<file path="config.mk">
export PLATFORM = sky130hd
export DESIGN_NAME = fifo_rr_arbiter_flat
export DESIGN_NICKNAME = d
export VERILOG_FILES = /design/src/rtl/fifo_rr_arbiter_if.sv /design/src/rtl/fifo_rr_arbiter.sv /design/src/flat_wrapper.sv
export SDC_FILE = /design/constraint.sdc
export NUM_CORES = 1
export LEC_CHECK = 0
export CORE_MARGIN = 5
export CORE_UTILIZATION = 38
export DETAILED_ROUTE_END_ITERATION = 12
export PLACE_DENSITY = 0.85
export RECOVER_POWER = 25
export SYNTH_ARGS = -nofsm -noshare
export SYNTH_HDL_FRONTEND = slang
export SYNTH_SLANG_ARGS = --single-unit
</file>
<file path="constraint.sdc">
create_clock -name clk -period 4.3 [get_ports clk]
set_input_delay 1.29 -clock clk [delete_from_list [all_inputs] [get_ports clk]]
set_output_delay 1.29 -clock clk [all_outputs]
set_load 0.05 [all_outputs]
</file>
<file path="src/rtl/fifo_rr_arbiter_if.sv">
`default_nettype none
// ============================================================================
// fifo_rr_arbiter_if : leaf-FIFO read side and downstream valid/ready bundle
// Revision : 1.0 - initial release
// ============================================================================
interface fifo_rr_arbiter_if #(
  parameter int NUM_FIFOS  = 4,
  parameter int DATA_WIDTH = 36
);
  localparam int SRC_W = $clog2(NUM_FIFOS);

  logic [NUM_FIFOS-1:0]            empty_i;
  logic [NUM_FIFOS*DATA_WIDTH-1:0] data_i;
  logic [NUM_FIFOS-1:0]            rden_o;
  logic [DATA_WIDTH-1:0]           data_o;
  logic [SRC_W-1:0]                src_o;
  logic                            valid_o;
  logic                            ready_i;

  modport master (
    input  empty_i, data_i, ready_i,
    output rden_o, data_o, src_o, valid_o
  );

  modport slave (
    output empty_i, data_i, ready_i,
    input  rden_o, data_o, src_o, valid_o
  );
endinterface
`default_nettype wire

</file>
<file path="src/rtl/fifo_rr_arbiter.sv">
`default_nettype none
// ============================================================================
// fifo_rr_arbiter : round-robin reader of a bank of leaf FIFOs, forwarding one
//                   tagged word at a time through a valid/ready register.
//                   Optional statistics ports under FIFO_ARB_STATS_EN.
// Revision : 1.0 - initial release
// ============================================================================
module fifo_rr_arbiter #(
  parameter  int NUM_FIFOS  = 4,
  parameter  int DATA_WIDTH = 36,
  localparam int SRC_W      = $clog2(NUM_FIFOS)
) (
  input  wire logic         clk,
  input  wire logic         reset,
  fifo_rr_arbiter_if.master bus
`ifdef FIFO_ARB_STATS_EN
  ,
  output logic [31:0]       word_cnt_o,
  output logic [SRC_W-1:0]  last_grant_o
`endif
);

  typedef enum logic [1:0] {
    IDLE = 2'd0,
    READ = 2'd1,
    CAPT = 2'd2,
    OUT  = 2'd3
  } state_t;

  state_t                state_q, state_d;
  logic [SRC_W-1:0]      rr_ptr_q, rr_ptr_d;
  logic [SRC_W-1:0]      grant_q, grant_d;
  logic [SRC_W-1:0]      src_q, src_d;
  logic [NUM_FIFOS-1:0]  rden_q, rden_d;
  logic [DATA_WIDTH-1:0] data_q, data_d;
  logic                  valid_q, valid_d;
`ifdef FIFO_ARB_STATS_EN
  logic [31:0]           word_cnt_q, word_cnt_d;
  logic [SRC_W-1:0]      last_grant_q, last_grant_d;
`endif

  logic [DATA_WIDTH-1:0] words [NUM_FIFOS];
  logic [SRC_W-1:0]      pick;

  for (genvar k = 0; k < NUM_FIFOS; k++) begin : g_words
    assign words[k] = bus.data_i[k*DATA_WIDTH +: DATA_WIDTH];
  end

  // Scan offsets from the far end down so the nearest non-empty FIFO wins.
  always_comb begin : search
    int               idx;
    logic [SRC_W-1:0] idx_s;
    pick  = rr_ptr_q;
    idx   = 0;
    idx_s = '0;
    for (int i = NUM_FIFOS - 1; i >= 0; i--) begin
      idx = int'(rr_ptr_q) + i;
      if (idx >= NUM_FIFOS) idx = idx - NUM_FIFOS;
      idx_s = SRC_W'(idx);
      if (!bus.empty_i[idx_s]) pick = idx_s;
    end
  end

  always_comb begin : next_state
    state_d  = state_q;
    rr_ptr_d = rr_ptr_q;
    grant_d  = grant_q;
    src_d    = src_q;
    rden_d   = rden_q;
    data_d   = data_q;
    valid_d  = valid_q;
`ifdef FIFO_ARB_STATS_EN
    word_cnt_d   = word_cnt_q;
    last_grant_d = last_grant_q;
`endif
    case (state_q)
      IDLE: begin
        if (!(&bus.empty_i)) begin
          grant_d       = pick;
          rden_d        = '0;
          rden_d[pick]  = 1'b1;
          state_d       = READ;
`ifdef FIFO_ARB_STATS_EN
          last_grant_d  = pick;
`endif
        end
      end
      READ: begin
        rden_d  = '0;
        state_d = CAPT;
      end
      CAPT: begin
        data_d  = words[grant_q];
        src_d   = grant_q;
        valid_d = 1'b1;
        state_d = OUT;
      end
      OUT: begin
        if (bus.ready_i) begin
          valid_d  = 1'b0;
          rr_ptr_d = (grant_q == SRC_W'(NUM_FIFOS - 1)) ? '0 : grant_q + 1'b1;
          state_d  = IDLE;
`ifdef FIFO_ARB_STATS_EN
          word_cnt_d = word_cnt_q + 32'd1;
`endif
        end
      end
      default: state_d = IDLE;
    endcase
  end

  always_ff @(posedge clk) begin
    if (reset) begin
      state_q  <= IDLE;
      rr_ptr_q <= '0;
      grant_q  <= '0;
      src_q    <= '0;
      rden_q   <= '0;
      data_q   <= '0;
      valid_q  <= 1'b0;
`ifdef FIFO_ARB_STATS_EN
      word_cnt_q   <= '0;
      last_grant_q <= '0;
`endif
    end else begin
      state_q  <= state_d;
      rr_ptr_q <= rr_ptr_d;
      grant_q  <= grant_d;
      src_q    <= src_d;
      rden_q   <= rden_d;
      data_q   <= data_d;
      valid_q  <= valid_d;
`ifdef FIFO_ARB_STATS_EN
      word_cnt_q   <= word_cnt_d;
      last_grant_q <= last_grant_d;
`endif
    end
  end

  assign bus.rden_o  = rden_q;
  assign bus.data_o  = data_q;
  assign bus.src_o   = src_q;
  assign bus.valid_o = valid_q;
`ifdef FIFO_ARB_STATS_EN
  assign word_cnt_o   = word_cnt_q;
  assign last_grant_o = last_grant_q;
`endif

endmodule
`default_nettype wire

</file>
<file path="src/flat_wrapper.sv">
// flat-port wrapper written by rule: the top's interface ports become plain ports
module fifo_rr_arbiter_flat 
#(
  parameter  int NUM_FIFOS  = 4,
  parameter  int DATA_WIDTH = 36,
  localparam int SRC_W      = $clog2(NUM_FIFOS)
)
  (clk, reset, bus_empty_i, bus_data_i, bus_ready_i, bus_rden_o, bus_data_o, bus_src_o, bus_valid_o);
  fifo_rr_arbiter_if #(.NUM_FIFOS(NUM_FIFOS), .DATA_WIDTH(DATA_WIDTH)) bus_i ();
  input  wire logic clk;
  input  wire logic reset;
  input wire logic [$bits(bus_i.empty_i)-1:0] bus_empty_i;
  input wire logic [$bits(bus_i.data_i)-1:0] bus_data_i;
  input wire logic [$bits(bus_i.ready_i)-1:0] bus_ready_i;
  output wire logic [$bits(bus_i.rden_o)-1:0] bus_rden_o;
  output wire logic [$bits(bus_i.data_o)-1:0] bus_data_o;
  output wire logic [$bits(bus_i.src_o)-1:0] bus_src_o;
  output wire logic [$bits(bus_i.valid_o)-1:0] bus_valid_o;
  assign bus_i.empty_i = bus_empty_i;
  assign bus_i.data_i = bus_data_i;
  assign bus_i.ready_i = bus_ready_i;
  assign bus_rden_o = bus_i.rden_o;
  assign bus_data_o = bus_i.data_o;
  assign bus_src_o = bus_i.src_o;
  assign bus_valid_o = bus_i.valid_o;
  fifo_rr_arbiter #(.NUM_FIFOS(NUM_FIFOS), .DATA_WIDTH(DATA_WIDTH)) u_core (.clk(clk), .reset(reset), .bus(bus_i));
endmodule
</file>
==> impl_metrics.yaml <==
yosys:
  syn_nets: 397
  seq_area_frac_synth_pct: 35.4
  avgSynthCellArea_um2: 11.6
  ys_types: 29
  syn_inst: 240
  synth-seq-cells: 49
  synth_top_area_cell: "dfxtp_1"
  syn-cell-area_mm2: 0.00277
  synth.area.top_cells: "dfxtp_1 (35%), mux4_2 (29%), mux2i_1 (14%)"
  yosysWarnings: 0
  synth_top_area_share_pct: 35.4
drt:
  drc: 0
  wl_per_cell_um: 16.9
  detail-route-antenna-nets: 0
  wl_um: 8840
  post_drt_via_cell_ratio: 5.05
  initialDrtViolationCount: 44
  dr.pass1.iters: 4
  num_vias: 2644
power:
  ir_drop_v: 0.000184
  power.density_mw_per_mm2: 426
  leakagePower_nw: 1.71
timing:
  finalMaxSlewViolations: 50
  fin_ws_ns: 1.44
  setup_violations: 0
  rsz0062_at_grt: "false"
  period_share_pct: 66.4
  clock-skew-final_ns: 0.00412
  tightestPinTransition_ns: 2.14
  timing.final.crit_period_ns: 2.86
  slew_headroom_pct: -42.4
  max_clock_freq_ghz: 0.350
  hold_violations: 0
  tns_ns: 0
setup_path:
  critPathMaxStageDelay_ns: 1.50
  worstPathRequired_ns: 4.39
  cp-start-kind: "input pin"
  cp_slowest_cell: "clkbuf_1"
  crit_cells: 2
  arrival_ns: 2.95
  path_delay_family: "buffers and inverters"
  path_class: "in -> reg"
  r2r_cells: 4
  cp-end-kind: "flop"
  path_buf_inv: 1
  cp_max_fo: 49
  worstPathCellList: "clkbuf_1, nor2_1"
clocking:
  insertion_delay_ns: 0.29
  clk_pin_slew_worst_paths_ns: 0.09
  cts_tree: "yes"
  cts_buffers: 5
  clock-sinks: 49
  clock-root-buffer: "clkbuf_8"
  hold_buffers: 0
  h-tree-depth: 2
  post_cts_buffers: 0
  clk_path_buf_depth: 2
  ctsResizeCount: 0
final_layout:
  area_delta_synth_final_pct: 76.0
  final_cells: 524
  drive_gt1_share_pct: 11.5
  nNetsFinal: 581
  antennaDiodeCount: 0
  postLayoutCellArea_mm2: 0.00488
floorplanning:
  rows: 31
  die_w_um: 95.4
  dieArea_mm2: 0.00910
  initial_utilization_pct: 38.6
  design.core.area_mm2: 0.00718
  die_height_um: 95.4
  ioPinCount: 194
worst_hold_path:
  hold_path_class: "reg -> reg"
  hold_path_depth: 2
global_routing:
  grt_usage_pct: 19.2
  grt_pass1_wl_um: 13500
  grt_max_degree: 50
  grt_overflow: 0
  grt_pass1_vias: 2941
  antenna_found_initial: 0
status:
  violations: "capacitance limit, slew limit"
  status: "finished with violations"
placed_design:
  place_inst: 516
  io_buffers: 193
  dpl_worst_slack_ns: 1.22
  place_congestion: 0.786
  hpwl_um: 7220
  placed_area_mm2: 0.00477
job:
  cap_violations: 1
## power by group
group | switching [W] | total (W) | leakage [nW] | internal (W)
Clock | 0.000145 | 0.000335 | 0.0585 | 0.000190
Combinational | 0.000576 | 0.00110 | 1.26 | 0.000527
Sequential | 0.0000915 | 0.000640 | 0.399 | 0.000549
## path summary, 6_finish.rpt
path                                           start               endpoint  slack, ns
worst max-delay path                           reset  u_core.bus.data_o[32]       1.44
worst min-delay path            u_core.bus.rden_o[0]   u_core.bus.rden_o[0]       0.49
worst max register to register     u_core.grant_q[0]   u_core.bus.data_o[4]       2.03
worst min register to register  u_core.bus.rden_o[0]   u_core.bus.rden_o[0]       0.49
## metrics by stage
stage	hold slack [ns]	utilization, %	power (W)
final	0.485	68.0	0.00208
after global routing	0.510	68.0	0.00220
after CTS	0.483	68.0	0.00210
after detailed placement	0.468	66.4	0.00176
after global placement	0.456	66.4	0.00173
after floorplan	0.501	-	0.00137
## cells in the final DEF (no fill, tap or decap)
| cell | Yosys | routed |
|---|---|---|
| dfxtp_2 | 0 | 2 |
| or3_1 | 1 | 1 |
| clkbuf_1 | 11 | 2 |
| o2111ai_1 | 1 | 1 |
| clkbuf_8 | 0 | 6 |
| a2bb2oi_1 | 1 | 1 |
| a211oi_1 | 1 | 1 |
| nand2_1 | 9 | 9 |
| a21oi_1 | 11 | 11 |
| nor2_1 | 46 | 46 |
| bufinv_16 | 0 | 1 |
| dfxtp_1 | 49 | 47 |
| o21ai_0 | 1 | 1 |
| nand3_1 | 2 | 2 |
| a221oi_2 | 1 | 1 |
| nor3_1 | 1 | 1 |
| ha_1 | 6 | 5 |
| nand4_1 | 1 | 1 |
| nor2b_1 | 2 | 2 |
| nand2b_1 | 1 | 1 |
| and2b_1 | 1 | 1 |
| o21ai_1 | 2 | 2 |
| ha_2 | 0 | 1 |
| or2b_1 | 1 | 1 |
| mux2i_1 | 40 | 40 |
| mux4_2 | 36 | 36 |
| a22oi_1 | 1 | 1 |
| buf_4 | 1 | 2 |
| or3b_1 | 1 | 1 |
| inv_1 | 3 | 3 |
| nand3b_1 | 3 | 3 |
| clkdlybuf4s50_1 | 0 | 192 |
## registers in the layout, summed over array words and instances (netlist names)
register and cells:
u_core.bus.data_o 36, u_core.rr_ptr_q 2, u_core.bus.rden_o 4, u_core.grant_q 2, u_core.state_q 2, u_core.bus.src_o 2
u_core.bus.valid_o 1
## cells in the mapped netlist (all sizes together)
| library cell | n |
|---|---|
| buf | 7 |
| o21ai | 3 |
| a21oi | 11 |
| mux2i | 40 |
| or2b | 1 |
| nand3 | 2 |
| inv | 3 |
| nor2 | 46 |
| dfxtp | 49 |
| clkbuf | 11 |
| ha | 6 |
| nand2 | 9 |
| a221oi | 1 |
| nand2b | 1 |
| o2111ai | 1 |
| mux4 | 36 |
| or3b | 1 |
| and2b | 1 |
| a2bb2oi | 1 |
| a211oi | 1 |
| nor2b | 2 |
| a22oi | 1 |
| nand3b | 3 |
| nor3 | 1 |
| nand4 | 1 |
| or3 | 1 |
## final cells by class
type / count / area [um^2]
fillers: 561 / 2290
repair buffers: 195 / 1940
multi-input cells: 170 / 1710
flip-flops and latches: 49 / 983
well taps: 99 / 124
clock buffers: 7 / 86.3
clock inverters: 1 / 30.0
inverters: 3 / 11.3
## worst min-delay path, cell delays in order (launching register included)
cell,delay [ns]
dfxtp_1,0.33
nand2_1,0.06
a21oi_1,0.05
## cell families (layout without fill, tap and decap cells)
| logic type | count (synthesis) | count (layout) | synth area share (%) |
|---|---|---|---|
| multiplexers | 76 | 76 | 43.7 |
| AO/OA/AOI/OAI | 19 | 19 | 4.24 |
| buffers and inverters | 21 | 206 | 3.20 |
| adder cells (fa/ha/maj) | 6 | 6 | 2.71 |
| AND/OR/NAND/NOR | 69 | 69 | 10.8 |
| flip-flops | 49 | 49 | 35.4 |
## layer usage
metal | vias to the layer above | track usage (%) | part of all wire [%]
li1 | 1255 | - | -
met1 | 1237 | 19.5 | 36
met2 | 131 | 34.5 | 50
met3 | 21 | 8.37 | 11
met4 | 0 | 7.23 | 2.8
met5 | - | 0 | 0
(Power assumes the default switching activity.)
